==> config.mk <==
export PLATFORM = sky130hd
export DESIGN_NAME = core_mem_arbiter_flat
export DESIGN_NICKNAME = d
export VERILOG_FILES = /design/src/rtl/core_mem_arbiter_if.sv /design/src/rtl/core_mem_arbiter.sv /design/src/flat_wrapper.sv
export SDC_FILE = /design/constraint.sdc
export NUM_CORES = 1
export LEC_CHECK = 0
export CORE_ASPECT_RATIO = 0.6
export CORE_MARGIN = 2
export CORE_UTILIZATION = 45
export DETAILED_ROUTE_END_ITERATION = 6
export DONT_BUFFER_PORTS = 1
export GPL_TIMING_DRIVEN = 0
export HOLD_SLACK_MARGIN = 0.05
export RECOVER_POWER = 50
export SYNTH_ARGS = -nofsm -noshare
export SYNTH_HDL_FRONTEND = slang
export SYNTH_SLANG_ARGS = --single-unit
==> constraint.sdc <==
create_clock -name clk -period 3 [get_ports clk]
set_input_delay 0.45 -clock clk [delete_from_list [all_inputs] [get_ports clk]]
set_output_delay 0.45 -clock clk [all_outputs]
set_load 0.03 [all_outputs]
==> src/rtl/core_mem_arbiter_if.sv <==
// Signal bundle between the core's two memory requesters, the arbiter and the
// single word-addressed memory bus.
//
// Handshake: x_start is a one-cycle request pulse; the requester then waits for
// the matching one-cycle x_ready pulse, with read data valid in that same
// cycle. A new x_start may coincide with x_ready but never precede it.
// bus_start / bus_ready follow the same pulse protocol toward the memory.
interface core_mem_arbiter_if;
    logic        insn_start;
    logic [29:0] insn_addr;
    logic        insn_ready;
    logic [31:0] insn_data_rd;

    logic        data_start;
    logic        data_write;
    logic [29:0] data_addr;
    logic [31:0] data_data_wr;
    logic        data_lock;
    logic        data_ready;
    logic [31:0] data_data_rd;

    logic        bus_start;
    logic        bus_write;
    logic [29:0] bus_addr;
    logic [31:0] bus_data_wr;
    logic        bus_ready;
    logic [31:0] bus_data_rd;

    // Arbiter view: takes requests and bus completions, drives readies and bus.
    modport slave (
        input  insn_start, insn_addr,
        input  data_start, data_write, data_addr, data_data_wr, data_lock,
        input  bus_ready, bus_data_rd,
        output insn_ready, insn_data_rd, data_ready, data_data_rd,
        output bus_start, bus_write, bus_addr, bus_data_wr
    );

    // Environment view: requesters plus the memory behind the bus.
    modport master (
        output insn_start, insn_addr,
        output data_start, data_write, data_addr, data_data_wr, data_lock,
        output bus_ready, bus_data_rd,
        input  insn_ready, insn_data_rd, data_ready, data_data_rd,
        input  bus_start, bus_write, bus_addr, bus_data_wr
    );
endinterface

==> src/rtl/core_mem_arbiter.sv <==
// Two-port memory arbiter: instruction fetch and load/store share one bus.
// One queued request per port, one bus transfer in flight, data has priority,
// and data_lock keeps the bus with the load/store unit across burst beats.
// Optional macro CORE_MEM_ARB_FAIR_EN: after STREAK_MAX consecutive data
// grants with fetch waiting, the next unlocked grant goes to fetch.
// STREAK_MAX must fit the 3-bit streak counter (1..7).
module core_mem_arbiter #(
    parameter int STREAK_MAX = 4
) (
    input  logic                clk,
    input  logic                rst_n,
    core_mem_arbiter_if.slave   mem
);
    typedef enum logic [1:0] {
        IDLE      = 2'd0,
        BUSY_INSN = 2'd1,
        BUSY_DATA = 2'd2
    } state_t;

    state_t      state_q, state_d;
    logic        pend_insn_q, pend_insn_d;
    logic        pend_data_q, pend_data_d;
    logic [29:0] insn_addr_q, insn_addr_d;
    logic [29:0] data_addr_q, data_addr_d;
    logic        data_write_q, data_write_d;
    logic [31:0] data_wdata_q, data_wdata_d;
    logic        owner_data_q, owner_data_d;
    logic        bus_start_q, bus_start_d;
    logic        bus_write_q, bus_write_d;
    logic [29:0] bus_addr_q, bus_addr_d;
    logic [31:0] bus_wdata_q, bus_wdata_d;

    logic        pend_insn_now, pend_data_now;
    logic        grant_point, lock_hold, force_insn;
    logic        grant_insn, grant_data;

`ifdef CORE_MEM_ARB_FAIR_EN
    localparam logic [2:0] STREAK_LIM = 3'(STREAK_MAX);
    logic [2:0]  streak_q, streak_d;

    // Fetch is owed a turn once data has won STREAK_MAX times in a row; a lock wins.
    assign force_insn = !mem.data_lock && pend_insn_now && (streak_q >= STREAK_LIM);

    // Count data grants made while fetch waits; any fetch grant or idle fetch clears it.
    always_comb begin
        streak_d = streak_q;
        if (!pend_insn_now || grant_insn) begin
            streak_d = 3'd0;
        end else if (grant_data && streak_q != 3'd7) begin
            streak_d = streak_q + 3'd1;
        end
    end

    // Streak counter register.
    always_ff @(posedge clk or negedge rst_n) begin
        if (!rst_n) streak_q <= 3'd0;
        else        streak_q <= streak_d;
    end
`else
    assign force_insn = 1'b0;
`endif

    // Arbitration: a start pulse in this cycle already counts as pending.
    always_comb begin
        pend_insn_now = pend_insn_q | mem.insn_start;
        pend_data_now = pend_data_q | mem.data_start;
        grant_point   = (state_q == IDLE) || mem.bus_ready;
        lock_hold     = mem.data_lock && owner_data_q;
        grant_insn    = 1'b0;
        grant_data    = 1'b0;
        if (grant_point) begin
            if (lock_hold) begin
                grant_data = pend_data_now;
            end else if (pend_data_now && !force_insn) begin
                grant_data = 1'b1;
            end else if (pend_insn_now) begin
                grant_insn = 1'b1;
            end
        end
    end

    // Next state: BUSY_winner on a grant, IDLE when the outstanding transfer ends.
    always_comb begin
        state_d = state_q;
        if (grant_data) begin
            state_d = BUSY_DATA;
        end else if (grant_insn) begin
            state_d = BUSY_INSN;
        end else if (mem.bus_ready && state_q != IDLE) begin
            state_d = IDLE;
        end
    end

    // Request slots, owner tracking and the registered bus command.
    always_comb begin
        insn_addr_d  = mem.insn_start ? mem.insn_addr : insn_addr_q;
        data_addr_d  = mem.data_start ? mem.data_addr : data_addr_q;
        data_write_d = mem.data_start ? mem.data_write : data_write_q;
        data_wdata_d = mem.data_start ? mem.data_data_wr : data_wdata_q;
        pend_insn_d  = pend_insn_now && !grant_insn;
        pend_data_d  = pend_data_now && !grant_data;
        owner_data_d = owner_data_q;
        bus_start_d  = grant_insn || grant_data;
        bus_write_d  = bus_write_q;
        bus_addr_d   = bus_addr_q;
        bus_wdata_d  = bus_wdata_q;
        if (grant_data) begin
            owner_data_d = 1'b1;
            bus_write_d  = data_write_d;
            bus_addr_d   = data_addr_d;
            bus_wdata_d  = data_wdata_d;
        end else if (grant_insn) begin
            // Write data is left as is for fetches; only address and direction change.
            owner_data_d = 1'b0;
            bus_write_d  = 1'b0;
            bus_addr_d   = insn_addr_d;
        end
    end

    // State and datapath registers.
    always_ff @(posedge clk or negedge rst_n) begin
        if (!rst_n) begin
            state_q      <= IDLE;
            pend_insn_q  <= 1'b0;
            pend_data_q  <= 1'b0;
            insn_addr_q  <= '0;
            data_addr_q  <= '0;
            data_write_q <= 1'b0;
            data_wdata_q <= '0;
            owner_data_q <= 1'b0;
            bus_start_q  <= 1'b0;
            bus_write_q  <= 1'b0;
            bus_addr_q   <= '0;
            bus_wdata_q  <= '0;
        end else begin
            state_q      <= state_d;
            pend_insn_q  <= pend_insn_d;
            pend_data_q  <= pend_data_d;
            insn_addr_q  <= insn_addr_d;
            data_addr_q  <= data_addr_d;
            data_write_q <= data_write_d;
            data_wdata_q <= data_wdata_d;
            owner_data_q <= owner_data_d;
            bus_start_q  <= bus_start_d;
            bus_write_q  <= bus_write_d;
            bus_addr_q   <= bus_addr_d;
            bus_wdata_q  <= bus_wdata_d;
        end
    end

    assign mem.bus_start    = bus_start_q;
    assign mem.bus_write    = bus_write_q;
    assign mem.bus_addr     = bus_addr_q;
    assign mem.bus_data_wr  = bus_wdata_q;
    assign mem.insn_ready   = mem.bus_ready && (state_q == BUSY_INSN);
    assign mem.data_ready   = mem.bus_ready && (state_q == BUSY_DATA);
    assign mem.insn_data_rd = mem.bus_data_rd;
    assign mem.data_data_rd = mem.bus_data_rd;
endmodule

==> src/flat_wrapper.sv <==
// flat-port wrapper written by rule: the top's interface ports become plain ports
module core_mem_arbiter_flat 
#(
    parameter int STREAK_MAX = 4
)
  (clk, rst_n, mem_insn_start, mem_insn_addr, mem_data_start, mem_data_write, mem_data_addr, mem_data_data_wr, mem_data_lock, mem_bus_ready, mem_bus_data_rd, mem_insn_ready, mem_insn_data_rd, mem_data_ready, mem_data_data_rd, mem_bus_start, mem_bus_write, mem_bus_addr, mem_bus_data_wr);
  core_mem_arbiter_if mem_i ();
  input  logic clk;
  input  logic rst_n;
  input wire logic [$bits(mem_i.insn_start)-1:0] mem_insn_start;
  input wire logic [$bits(mem_i.insn_addr)-1:0] mem_insn_addr;
  input wire logic [$bits(mem_i.data_start)-1:0] mem_data_start;
  input wire logic [$bits(mem_i.data_write)-1:0] mem_data_write;
  input wire logic [$bits(mem_i.data_addr)-1:0] mem_data_addr;
  input wire logic [$bits(mem_i.data_data_wr)-1:0] mem_data_data_wr;
  input wire logic [$bits(mem_i.data_lock)-1:0] mem_data_lock;
  input wire logic [$bits(mem_i.bus_ready)-1:0] mem_bus_ready;
  input wire logic [$bits(mem_i.bus_data_rd)-1:0] mem_bus_data_rd;
  output wire logic [$bits(mem_i.insn_ready)-1:0] mem_insn_ready;
  output wire logic [$bits(mem_i.insn_data_rd)-1:0] mem_insn_data_rd;
  output wire logic [$bits(mem_i.data_ready)-1:0] mem_data_ready;
  output wire logic [$bits(mem_i.data_data_rd)-1:0] mem_data_data_rd;
  output wire logic [$bits(mem_i.bus_start)-1:0] mem_bus_start;
  output wire logic [$bits(mem_i.bus_write)-1:0] mem_bus_write;
  output wire logic [$bits(mem_i.bus_addr)-1:0] mem_bus_addr;
  output wire logic [$bits(mem_i.bus_data_wr)-1:0] mem_bus_data_wr;
  assign mem_i.insn_start = mem_insn_start;
  assign mem_i.insn_addr = mem_insn_addr;
  assign mem_i.data_start = mem_data_start;
  assign mem_i.data_write = mem_data_write;
  assign mem_i.data_addr = mem_data_addr;
  assign mem_i.data_data_wr = mem_data_data_wr;
  assign mem_i.data_lock = mem_data_lock;
  assign mem_i.bus_ready = mem_bus_ready;
  assign mem_i.bus_data_rd = mem_bus_data_rd;
  assign mem_insn_ready = mem_i.insn_ready;
  assign mem_insn_data_rd = mem_i.insn_data_rd;
  assign mem_data_ready = mem_i.data_ready;
  assign mem_data_data_rd = mem_i.data_data_rd;
  assign mem_bus_start = mem_i.bus_start;
  assign mem_bus_write = mem_i.bus_write;
  assign mem_bus_addr = mem_i.bus_addr;
  assign mem_bus_data_wr = mem_i.bus_data_wr;
  core_mem_arbiter #(.STREAK_MAX(STREAK_MAX)) u_core (.clk(clk), .rst_n(rst_n), .mem(mem_i));
endmodule
# --- Word-level counts from Yosys, hierarchy flattened ---
# Index checks and enable logic that the tools add are counted.
word_totals:
  ff_bits: 162
  in_bits: 131
  out_inout_bits: 130
  word_cells: 49
op_classes:
  n_eq_ne: 2
  n_mux: 19
  n_bitwise: 2
  reduce_logical: 14
ops:
  columns: ["operator", "n"]
  rows:
  - ["2-to-1 mux 30 bit", 4]
  - ["2-to-1 mux 32 bit", 1]
  - ["2-to-1 mux 1 bit", 11]
  - ["logical AND 1 bit", 6]
  - ["2-to-1 mux 2 bit", 3]
  - ["nonzero test 2 bit", 2]
  - ["nonzero test 3 bit", 1]
  - ["equality test 2 x 1 -> 1 bit, second input constant", 1]
  - ["equality test 2 bit, second input constant", 1]
  - ["zero test 1 bit", 2]
  - ["zero test 2 bit", 1]
  - ["logical OR 1 bit", 2]
  - ["bitwise OR 1 bit", 2]

# --- Depth between registers and ports, before layout ---
logic_depth:
  ltp_word: 7
  ltp_mapped: 5
  ltp_nobuf: 3

# --- Worst setup path before layout ---
# Ideal clock, no wire load.
synth_timing:
  kind: "input port to output port"
  startpoint: "input mem_bus_ready"
  endpoint: "output mem_insn_ready"
  arrival_ns: 1.181
  required_ns: 2.550
  path_slack_ns: 1.369
  path_stages: 1
  n_path_buf: 0
  cell_sequence: "nor3b_1"
synth_via:
  elab_chain_len: 1
synth_lines:
  columns: ["item", "line_no", "rtl"]
  rows:
  - ["from (decl)", "flat_wrapper.sv:17", "input wire logic [$bits(mem_i.bus_ready)-1:0] mem_bus_ready;"]
  - ["logical AND 1 bit", "core_mem_arbiter.sv:155", "assign mem.insn_ready = mem.bus_ready && (state_q == BUSY_INSN);"]
  - ["to (decl)", "flat_wrapper.sv:19", "output wire logic [$bits(mem_i.insn_ready)-1:0] mem_insn_ready;"]
# Every way passes these cells.

# --- Worst setup path after layout ---
layout_timing:
  startpoint: "register u_core.state_q[0]"
  endpoint: "output mem_insn_ready"
layout_via:
  elab_chain_len: 2
layout_lines:
  columns: ["item", "line_no", "rtl"]
  rows:
  - ["from (decl)", "core_mem_arbiter.sv:20", "state_t state_q, state_d;"]
  - ["from (signal assigned)", "core_mem_arbiter.sv:136", "state_q <= state_d;"]
  - ["equality test 2 x 1 -> 1 bit", "core_mem_arbiter.sv:155", null]
  - ["logical AND 1 bit", "core_mem_arbiter.sv:155", null]
# Every way passes these cells.

==> qor.csv <==
metric,value,unit
status,finished with violations,
violations,negative hold slack,
area_growth,8.77,%
cts_sinks,162,
nFillCells,1358,
fp.dieW,167,um
vdd_drop_max,0.364,mV
cts_buffers,17,
io_pins,261,
finalCritPeriodShare,0.719,
clock_latency,0.41,ns
synth_top_area_cell,dfrtp_1,
crit_fanout,3,
antenna_found_initial,6,
required,2.55,ns
gp_congestion,0.828,
drt-pass1-iter-count,4,
dieArea,17000,sq um
cts_root_buf,clkbuf_16,
multi_input_area,2130,sq um
drt-total-wl,15.8,mm
path_clk_slew,0.06,ns
ys_warn_count,0,
end_kind,output pin,
final_common_cell,dfrtp_1,
fmax,463,MHz
routedWlPerCell,20.7,um
holdWs,-0.270,ns
ys_seq_area_frac,0.566,
reg2regPathDepth,5,
drv_cap,0,
hp-class,in2async,
syn_area,7160,sq um
finalPower,6.26,mW
worstSetupStartpoint,u_core.state_q[0],
synthTopCellsByArea,"dfrtp_1, mux2_2, mux2_4",
synth-seq-cells,162,
gr-total-overflow,0,
grt_pass1_vias,4192,
p_leak,3.42,nW
period_needed,2.16,ns
cp-start-kind,flop,
max-slew-margin-rel,0.328,
placed_cells,728,
grt_max_degree,163,
worst_ep_arrival_time,1.71,ns
seq_area,4050,sq um
synth_top_area_share,0.566,
avgSynthCellArea,13.6,sq um
drc,0,
fin_nets,675,
ctsResizeCount,0,
drt_iter0_drc,226,
rows,35,
maxSlewViolCount,0,
synth_cell_types,30,
clockBufferDepth,2,
worstSetupPathType,reg2out,
worst_slew_pin_slew,1.01,ns
port_buffers,0,
htree_levels,4,
vias_per_cell,5.25,
num_vias,4016,
post-cts-setup-buffers,0,
rsz0062_at_grt,no,
core_area,15500,sq um
hold_viol_final,162,
layout_common_cells,"dfrtp_1, buf_4, mux2_1",
grt_usage,0.188,
place.detailed.hpwl,11.4,mm
layout-drive-gt1-share,0.321,
skew,0.0108,ns
fin_cells,765,
finalSetupViolCount,0,
netlist_instances,525,
setup-tns-final,0,ns
p_per_area,804,nW/um^2
postRouteAntennaNets,0,
fp.dieH,102,um
cts_tree,built,
grt_pass1_wl,24.3,mm
initial_utilization,0.463,
worst_r2r_startpoint,u_core.pend_data_q,
synth_fp_nets,656,
==> final timing paths <==
check                      slack, ns                          to
min in group clk                0.14           u_core.state_q[0]
min                            -0.27  u_core.mem.bus_data_wr[14]
max in group asynchronous       2.98          u_core.pend_data_q
max reg2reg                     1.32   u_core.mem.bus_data_wr[9]
max                             0.84              mem_insn_ready
min reg2reg                     0.48     u_core.data_wdata_q[21]
==> sequential cells by signal, summed over array words and instances, names as in the netlist <==
signal / count
u_core.data_wdata_q: 32
u_core.mem.bus_data_wr: 32
u_core.data_addr_q: 30
u_core.insn_addr_q: 30
u_core.mem.bus_addr: 30
u_core.state_q: 2
u_core.data_write_q: 1
u_core.mem.bus_start: 1
u_core.mem.bus_write: 1
u_core.owner_data_q: 1
u_core.pend_data_q: 1
u_core.pend_insn_q: 1
==> metrics by stage <==
| step | instance area, sq um | utilization | worst slack, ns | hold WS (ns) |
|---|---|---|---|---|
| after floorplan | 7160 | - | 1.37 | 0.154 |
| after global placement | 7420 | 0.480 | 1.22 | 0.158 |
| after detailed placement | 7420 | 0.480 | 1.22 | 0.156 |
| after CTS | 7950 | 0.514 | 0.807 | -0.287 |
| after global routing | 7780 | 0.504 | 0.803 | -0.293 |
| final | 7790 | 0.504 | 0.842 | -0.270 |
==> Yosys cell counts <==
library cell    n
a31oi_1         1
buf_2           9
inv_1          32
mux2_1         23
mux2_2         61
a211oi_1       30
o21bai_2        1
a32o_1          1
and3_1          1
nor2_1          2
nand2_1         2
buf_4          70
o32ai_1         1
o21ba_1         1
or2_1           1
buf_1           1
o21ai_1         1
clkbuf_1        6
o2bb2ai_2       1
nor3_1         30
nor3b_1         1
a21o_1          1
mux2_4         41
nand2_2         1
a21o_4          1
nor2b_1         1
nor2_2          1
nor4_1         30
buf_6          11
dfrtp_1       162
==> critical path: stages (launching register included) <==
cell and delay (ns):
dfrtp_1 0.38, inv_1 0.09, nor3b_1 0.83
==> routing by layer <==
metal	up-vias	share of wire	global-route usage
li1	1824	-	-
met1	2034	0.44	0.254
met2	141	0.45	0.277
met3	15	0.093	0.0844
met4	2	0.0092	0.0491
met5	-	0.00082	0
==> logic make-up after synthesis <==
family	share of synthesized area
flip-flops	0.566
buffers and inverters	0.117
multiplexers	0.218
AND/OR/NAND/NOR	0.0547
AO/OA/AOI/OAI	0.0439
==> power by group <==
group / total, mW / internal [mW] / switching [mW]
Combinational: 0.956 / 0.425 / 0.531
Sequential: 3.34 / 2.57 / 0.767
Clock: 1.97 / 1.07 / 0.902
Total: 6.26 / 4.06 / 2.20
==> cell type report <==
cell class,instances,share of cell area
Sequential cell,162,0.520
Multi-Input combinational cell,234,0.273
Buffer,97,0.0882
Clock buffer,18,0.0551
Tap cell,203,0.0326
Inverter,32,0.0154
Clock inverter,14,0.0135
Antenna cell,5,0.00161
Power figures use the tool's default switching activity.
